$ cat config.mk
export PLATFORM = sky130hd
export DESIGN_NAME = dom1_skinny_inv_rnd
export DESIGN_NICKNAME = d
export VERILOG_FILES = /design/src/rtl/dom1_skinny_pkg.sv /design/src/rtl/dom1_inv_sbox8.sv /design/src/rtl/dom1_skinny_inv_rnd.sv
export SDC_FILE = /design/constraint.sdc
export NUM_CORES = 2
export LEC_CHECK = 0
export CAP_MARGIN = 5
export CORE_AREA = 2 2 353 355
export DETAILED_ROUTE_END_ITERATION = 8
export DIE_AREA = 0 0 355 357
export GPL_ROUTABILITY_DRIVEN = 0
export PLACE_DENSITY = 0.62
export SYNTH_ARGS = -nofsm -noshare
export SYNTH_HDL_FRONTEND = slang
export SYNTH_SLANG_ARGS = --single-unit
$ cat constraint.sdc
create_clock -name clk -period 47.3 [get_ports clk]
set_input_delay 9.46 -clock clk [delete_from_list [all_inputs] [get_ports clk]]
set_output_delay 9.46 -clock clk [all_outputs]
set_load 0.005 [all_outputs]
$ cat src/rtl/dom1_skinny_pkg.sv
// rtl/dom1_skinny_pkg.sv - shared types, sizes and share-wise linear layers for the masked inverse SKINNY round
package dom1_skinny_pkg;

    localparam int STAGES  = 4;
    localparam int STATE_W = 128;
    localparam int SBOX_N  = 16;

    // OUT is only reachable when the output register build option is enabled
    typedef enum logic [2:0] {
        IDLE = 3'd0,
        S1   = 3'd1,
        S2   = 3'd2,
        S3   = 3'd3,
        OUT  = 3'd4,
        DONE = 3'd5
    } state_t;

    // Inverse MixColumns on one share; R0 occupies the top 32 bits
    function automatic logic [STATE_W-1:0] inv_mix_columns(input logic [STATE_W-1:0] x);
        logic [31:0] r0, r1, r2, r3;
        r0 = x[127:96];
        r1 = x[95:64];
        r2 = x[63:32];
        r3 = x[31:0];
        return {r1, r2 ^ r3 ^ r1, r3 ^ r1, r0 ^ r3};
    endfunction

    // Inverse ShiftRows on one share; row i rotates left by i bytes
    function automatic logic [STATE_W-1:0] inv_shift_rows(input logic [STATE_W-1:0] x);
        return {x[127:96],
                x[87:64], x[95:88],
                x[47:32], x[63:48],
                x[7:0],   x[31:8]};
    endfunction

endpackage

$ cat src/rtl/dom1_inv_sbox8.sv
// rtl/dom1_inv_sbox8.sv - one masked inverse SKINNY 8-bit sbox, four registered DOM-indep gadget stages
module dom1_inv_sbox8
    import dom1_skinny_pkg::*;
(
    input  logic              clk,
    input  logic              rst,
    input  logic [STAGES-1:0] en,
    input  logic [7:0]        y0,
    input  logic [7:0]        y1,
    input  logic [7:0]        r,
    output logic [7:0]        b0,
    output logic [7:0]        b1
);

    // Masked g(x,c,z) = (x NOR c) ^ z as (~x)&(~c)^z. Complementing only share 0
    // of each operand negates it. Result packs {inner0, cross0, inner1, cross1};
    // every product term is registered before shares are summed.
    function automatic logic [3:0] gadget(input logic x0, input logic x1,
                                          input logic c0, input logic c1,
                                          input logic z0, input logic z1,
                                          input logic rnd);
        logic a0, d0;
        a0 = ~x0;
        d0 = ~c0;
        return {(a0 & d0) ^ z0, (a0 & c1) ^ rnd, (x1 & c1) ^ z1, (x1 & d0) ^ rnd};
    endfunction

    logic [7:0][3:0] g_q;
    logic [7:0][3:0] g_d;
    // Carried y bits per share: [0]=y2 [1]=y3 [2]=y5 [3]=y6
    logic [3:0]      yc0_q;
    logic [3:0]      yc1_q;
    // Latched randomness for later stages: [0]=r0 [1]=r1 [2]=r4 [3]=r6
    logic [3:0]      rl_q;

    // Output shares: each gadget compresses its registered terms within its own domain
    always_comb begin
        b0 = '0;
        b1 = '0;
        for (int k = 0; k < 8; k++) begin
            b0[k] = g_q[k][3] ^ g_q[k][2];
            b1[k] = g_q[k][1] ^ g_q[k][0];
        end
    end

    // Gadget inputs: stage 1 from the live byte, later stages from registered outputs and carries
    always_comb begin
        g_d    = '0;
        g_d[2] = gadget(y0[3], y1[3], y0[1], y1[1], y0[0], y1[0], r[2]);
        g_d[3] = gadget(y0[7], y1[7], y0[6], y1[6], y0[4], y1[4], r[3]);
        g_d[7] = gadget(y0[2], y1[2], y0[7], y1[7], y0[1], y1[1], r[7]);
        g_d[5] = gadget(y0[6], y1[6], y0[5], y1[5], y0[7], y1[7], r[5]);
        g_d[1] = gadget(yc0_q[2], yc1_q[2], b0[3], b1[3], yc0_q[1], yc1_q[1], rl_q[1]);
        g_d[0] = gadget(b0[3], b1[3], b0[2], b1[2], yc0_q[2], yc1_q[2], rl_q[0]);
        g_d[6] = gadget(b0[2], b1[2], b0[1], b1[1], yc0_q[0], yc1_q[0], rl_q[3]);
        g_d[4] = gadget(b0[7], b1[7], b0[6], b1[6], yc0_q[3], yc1_q[3], rl_q[2]);
    end

    // Stage registers; each group loads only on its enable and otherwise holds
    always_ff @(posedge clk or posedge rst) begin
        if (rst) begin
            g_q   <= '0;
            yc0_q <= '0;
            yc1_q <= '0;
            rl_q  <= '0;
        end else begin
            if (en[0]) begin
                g_q[2] <= g_d[2];
                g_q[3] <= g_d[3];
                g_q[7] <= g_d[7];
                g_q[5] <= g_d[5];
                yc0_q  <= {y0[6], y0[5], y0[3], y0[2]};
                yc1_q  <= {y1[6], y1[5], y1[3], y1[2]};
                rl_q   <= {r[6], r[4], r[1], r[0]};
            end
            if (en[1]) begin
                g_q[1] <= g_d[1];
                g_q[0] <= g_d[0];
            end
            if (en[2]) begin
                g_q[6] <= g_d[6];
            end
            if (en[3]) begin
                g_q[4] <= g_d[4];
            end
        end
    end

endmodule

$ cat src/rtl/dom1_skinny_inv_rnd.sv
// rtl/dom1_skinny_inv_rnd.sv - masked inverse SKINNY-128-384+ round on two DOM shares (option: DOM1_SKINNY_INV_RND_OUTREG_EN)
module dom1_skinny_inv_rnd
    import dom1_skinny_pkg::*;
(
    input  logic               clk,
    input  logic               rst,
    input  logic               start,
    input  logic [STATE_W-1:0] sshi0,
    input  logic [STATE_W-1:0] sshi1,
    input  logic [STATE_W-1:0] ksh0,
    input  logic [STATE_W-1:0] ksh1,
    input  logic [STATE_W-1:0] r,
    output logic [STATE_W-1:0] ssho0,
    output logic [STATE_W-1:0] ssho1,
    output logic               busy,
    output logic               done
);

    state_t             state_q;
    state_t             state_d;
    logic [STAGES-1:0]  stage_en;
    logic [STATE_W-1:0] y0;
    logic [STATE_W-1:0] y1;
    logic [STATE_W-1:0] sb0;
    logic [STATE_W-1:0] sb1;

    // Linear layers are applied to each share independently
    assign y0 = inv_shift_rows(inv_mix_columns(sshi0)) ^ ksh0;
    assign y1 = inv_shift_rows(inv_mix_columns(sshi1)) ^ ksh1;

    for (genvar i = 0; i < SBOX_N; i++) begin : g_sbox
        dom1_inv_sbox8 u_sbox (
            .clk (clk),
            .rst (rst),
            .en  (stage_en),
            .y0  (y0[8*i +: 8]),
            .y1  (y1[8*i +: 8]),
            .r   (r[8*i +: 8]),
            .b0  (sb0[8*i +: 8]),
            .b1  (sb1[8*i +: 8])
        );
    end

`ifdef DOM1_SKINNY_INV_RND_OUTREG_EN
    logic               out_en;
    logic [STATE_W-1:0] out0_q;
    logic [STATE_W-1:0] out1_q;

    // Output register decouples the shares from the stage registers until the next result
    always_ff @(posedge clk or posedge rst) begin
        if (rst) begin
            out0_q <= '0;
            out1_q <= '0;
        end else if (out_en) begin
            out0_q <= sb0;
            out1_q <= sb1;
        end
    end

    assign ssho0 = out0_q;
    assign ssho1 = out1_q;
`else
    assign ssho0 = sb0;
    assign ssho1 = sb1;
`endif

    // State register
    always_ff @(posedge clk or posedge rst) begin
        if (rst) begin
            state_q <= IDLE;
        end else begin
            state_q <= state_d;
        end
    end

    // Sequencing: accept only in IDLE/DONE, then one gadget stage per cycle
    always_comb begin
        state_d  = state_q;
        stage_en = '0;
        busy     = 1'b0;
        done     = 1'b0;
`ifdef DOM1_SKINNY_INV_RND_OUTREG_EN
        out_en   = 1'b0;
`endif
        case (state_q)
            IDLE: begin
                if (start) begin
                    stage_en[0] = 1'b1;
                    state_d     = S1;
                end
            end
            S1: begin
                busy        = 1'b1;
                stage_en[1] = 1'b1;
                state_d     = S2;
            end
            S2: begin
                busy        = 1'b1;
                stage_en[2] = 1'b1;
                state_d     = S3;
            end
            S3: begin
                busy        = 1'b1;
                stage_en[3] = 1'b1;
`ifdef DOM1_SKINNY_INV_RND_OUTREG_EN
                state_d     = OUT;
`else
                state_d     = DONE;
`endif
            end
`ifdef DOM1_SKINNY_INV_RND_OUTREG_EN
            OUT: begin
                busy    = 1'b1;
                out_en  = 1'b1;
                state_d = DONE;
            end
`endif
            DONE: begin
                done = 1'b1;
                if (start) begin
                    stage_en[0] = 1'b1;
                    state_d     = S1;
                end else begin
                    state_d = IDLE;
                end
            end
            default: begin
                state_d = IDLE;
            end
        endcase
    end

endmodule

==> results.cfg <==
[worst_setup_path]
worstPathRequired_ps = 47780
path_max_fanout = 115
worstSetupStartpointType = input port
cp-end-kind = flop
arrival_ps = 13540
crit_type = in -> reg

[synthesis]
syn-num-nets = 4840
yosysWarnings = 0
seq_area_frac_synth_pct = 44.87
avgSynthCellArea_um2 = 9.394
synth-seq-cells = 707
syn-instance-count = 4197
synth_top_area_share_pct = 44.87
syn_area_mm2 = 0.03943
synthTopCellsByArea = dfrtp_1 45%, xnor2_1 15%, xor2_1 7.4%
synth_cell_types = 31
synth_top_cell_by_area = dfrtp_1

[route]
routed.top_layer = met5
drt-met1-wl_mm = 67.77
ant_nets = 0
wl_met3_mm = 11.02
dr.pass1.iters = 5
drc = 0
wl_met2_mm = 70.89
drt_iter0_drc = 2247
routed_wl_mm = 155.6
via_per_inst = 4.764
vias = 32190
wl_per_cell_um = 23.03

[cells_and_area]
layout_common_cells = 900 x clkdlybuf4s50_1, 717 x nand2_1, 707 x dfrtp_1, 688 x xnor2_1, 522 x nor2_1
stdcell_area_mm2 = 0.05293
finalNetCount = 5689
final_common_cell = clkdlybuf4s50_1
post-route-util_pct = 43.04
drive_gt1_share_pct = 3.309
area_delta_synth_final_pct = 34.25

[placement]
placed_cell_area_mm2 = 0.05002
port_buffers = 900
hpwl_mm = 125.4

[clock_network]
cts.repair.resized = 0
clk_pin_slew_ps = 60
cts_tree = built
cts-root-buf = clkbuf_16
clock-sinks = 707
clkLatencyLatePin_ps = 650
cts_buffers = 85
clockBufferDepth = 3
post_cts.repair.setup_buffers = 0
htreeDepth = 3
cts_hold_buf = 0

[status]
outcome = complete, no violations

[global_route]
grtUsageTotal_pct = 24.05
grt_antenna_before_repair = 27
grt_pass1_vias = 31410
grt_pass1_wl_mm = 221.0
overflow = 0
grt_max_degree = 178

[sta]
post-route-period-util_pct = 27.60
layout_min_cycle_time_ps = 13050
rsz0062_at_grt = no
hold_viol_final = 0
fin_tns_setup_ps = 0
slew_violations = 0
hold-worst-slack_ps = 494.3
finalClockSkew_ps = 28.29
worst_slew_pin_slew_ps = 1173
relSlewSlack_pct = 21.56
fmax_mhz = 76.61
setup_violations = 0

[die]
io_pins = 901
start_util_pct = 32.06
die_x_um = 355
core-area_mm2 = 0.1230
die-area_mm2 = 0.1267
rows = 129
die_h_um = 357

[pwr]
vdd_ir_drop_max_v = 0.00004993
leakagePower_nw = 22.73
powerDensity_mw_per_mm2 = 74.15

[worst_hold_path]
min_path_type = reg -> reg

[flow_run]
drv_cap = 0
==> metal layers <==
metal	up-vias	global-route usage, %
li1	15250	-
met4	20	8.356
met3	216	5.393
met1	15630	32.49
met5	-	0
met2	1076	37.94
==> worst paths after layout <==
kind | cells past startpoint | end | from | slack [ps]
max | 7 | g_sbox[3].u_sbox.g_q[8] | start | 34250
min | 2 | g_sbox[14].u_sbox.yc0_q[1] | g_sbox[14].u_sbox.yc0_q[1] | 490
max reg2reg | 6 | g_sbox[3].u_sbox.g_q[8] | state_q[2] | 42820
min reg2reg | 2 | g_sbox[14].u_sbox.yc0_q[1] | g_sbox[14].u_sbox.yc0_q[1] | 490
max in group asynchronous | 5 | g_sbox[5].u_sbox.rl_q[0] | rst | 34630
min in group asynchronous | 2 | g_sbox[13].u_sbox.g_q[16] | rst | 9340
==> stage by stage <==
stage | std cells | setup slack [ps] | total power (W)
5_1_grt | 6751 | 33920 | 0.004206
4_1_cts | 6745 | 34380 | 0.003965
3_5_place_dp | 6596 | 33640 | 0.003265
3_3_place_gp | 6596 | 33780 | 0.003231
2_1_floorplan | 4197 | 18010 | 0.002294
6_report | 6757 | 34250 | 0.003925
==> report_power, final <==
| group | internal [W] | switching (W) | total [W] | leakage (nW) |
|---|---|---|---|---|
| combinational | 0.000973 | 0.00113 | 0.00211 | 12.8 |
| sequential | 0.000913 | 0.000227 | 0.00114 | 8.53 |
| clock | 0.000402 | 0.000276 | 0.000679 | 1.42 |
| total | 0.00229 | 0.00164 | 0.00392 | 22.7 |
==> registers in the layout, indices dropped and copies added (netlist names) <==
signal,count
g_sbox.u_sbox.g_q,512
g_sbox.u_sbox.rl_q,64
g_sbox.u_sbox.yc0_q,64
g_sbox.u_sbox.yc1_q,64
state_q,3
==> layout make-up <==
type / count / area, um^2
clock buffer: 121 / 2504
antenna: 12 / 30.03
sequential: 707 / 17690
fill: 12170 / 70060
clock inverter: 28 / 381.6
tap: 1637 / 2048
inverter: 107 / 409.1
multi-input combinational: 3218 / 20630
timing repair buffer: 927 / 9236
==> critical path: stages <==
cell             delay, ps
clkdlybuf4s50_1        440
nand2b_1               150
or2_4                  570
buf_4                  690
buf_4                  810
buf_4                  890
o21ai_0                250
==> cell usage after synthesis, drive strengths merged <==
library cell  instances
nand3b                5
nand2               717
o31ai                 4
o211ai               24
xor3                 16
or4                  24
a31oi                32
inv                 107
nor2b                44
buf                  64
o21ai               401
a21oi               181
nand4                20
xnor2               688
nand3                56
or2                   2
xnor3                88
clkbuf              101
a211o                16
or3                  16
nand2b               17
nor3                  5
a211oi                4
xor2                333
nor3b                 2
dfrtp               707
nor2                523
==> cell families after synthesis <==
family | after synthesis | share of synthesized area, %
compound gates | 662 | 8.860
xor+xnor | 1125 | 28.67
buf+inv | 272 | 2.853
flops | 707 | 44.87
simple gates | 1431 | 14.74
No activity file was read; power rests on OpenSTA's default activity.
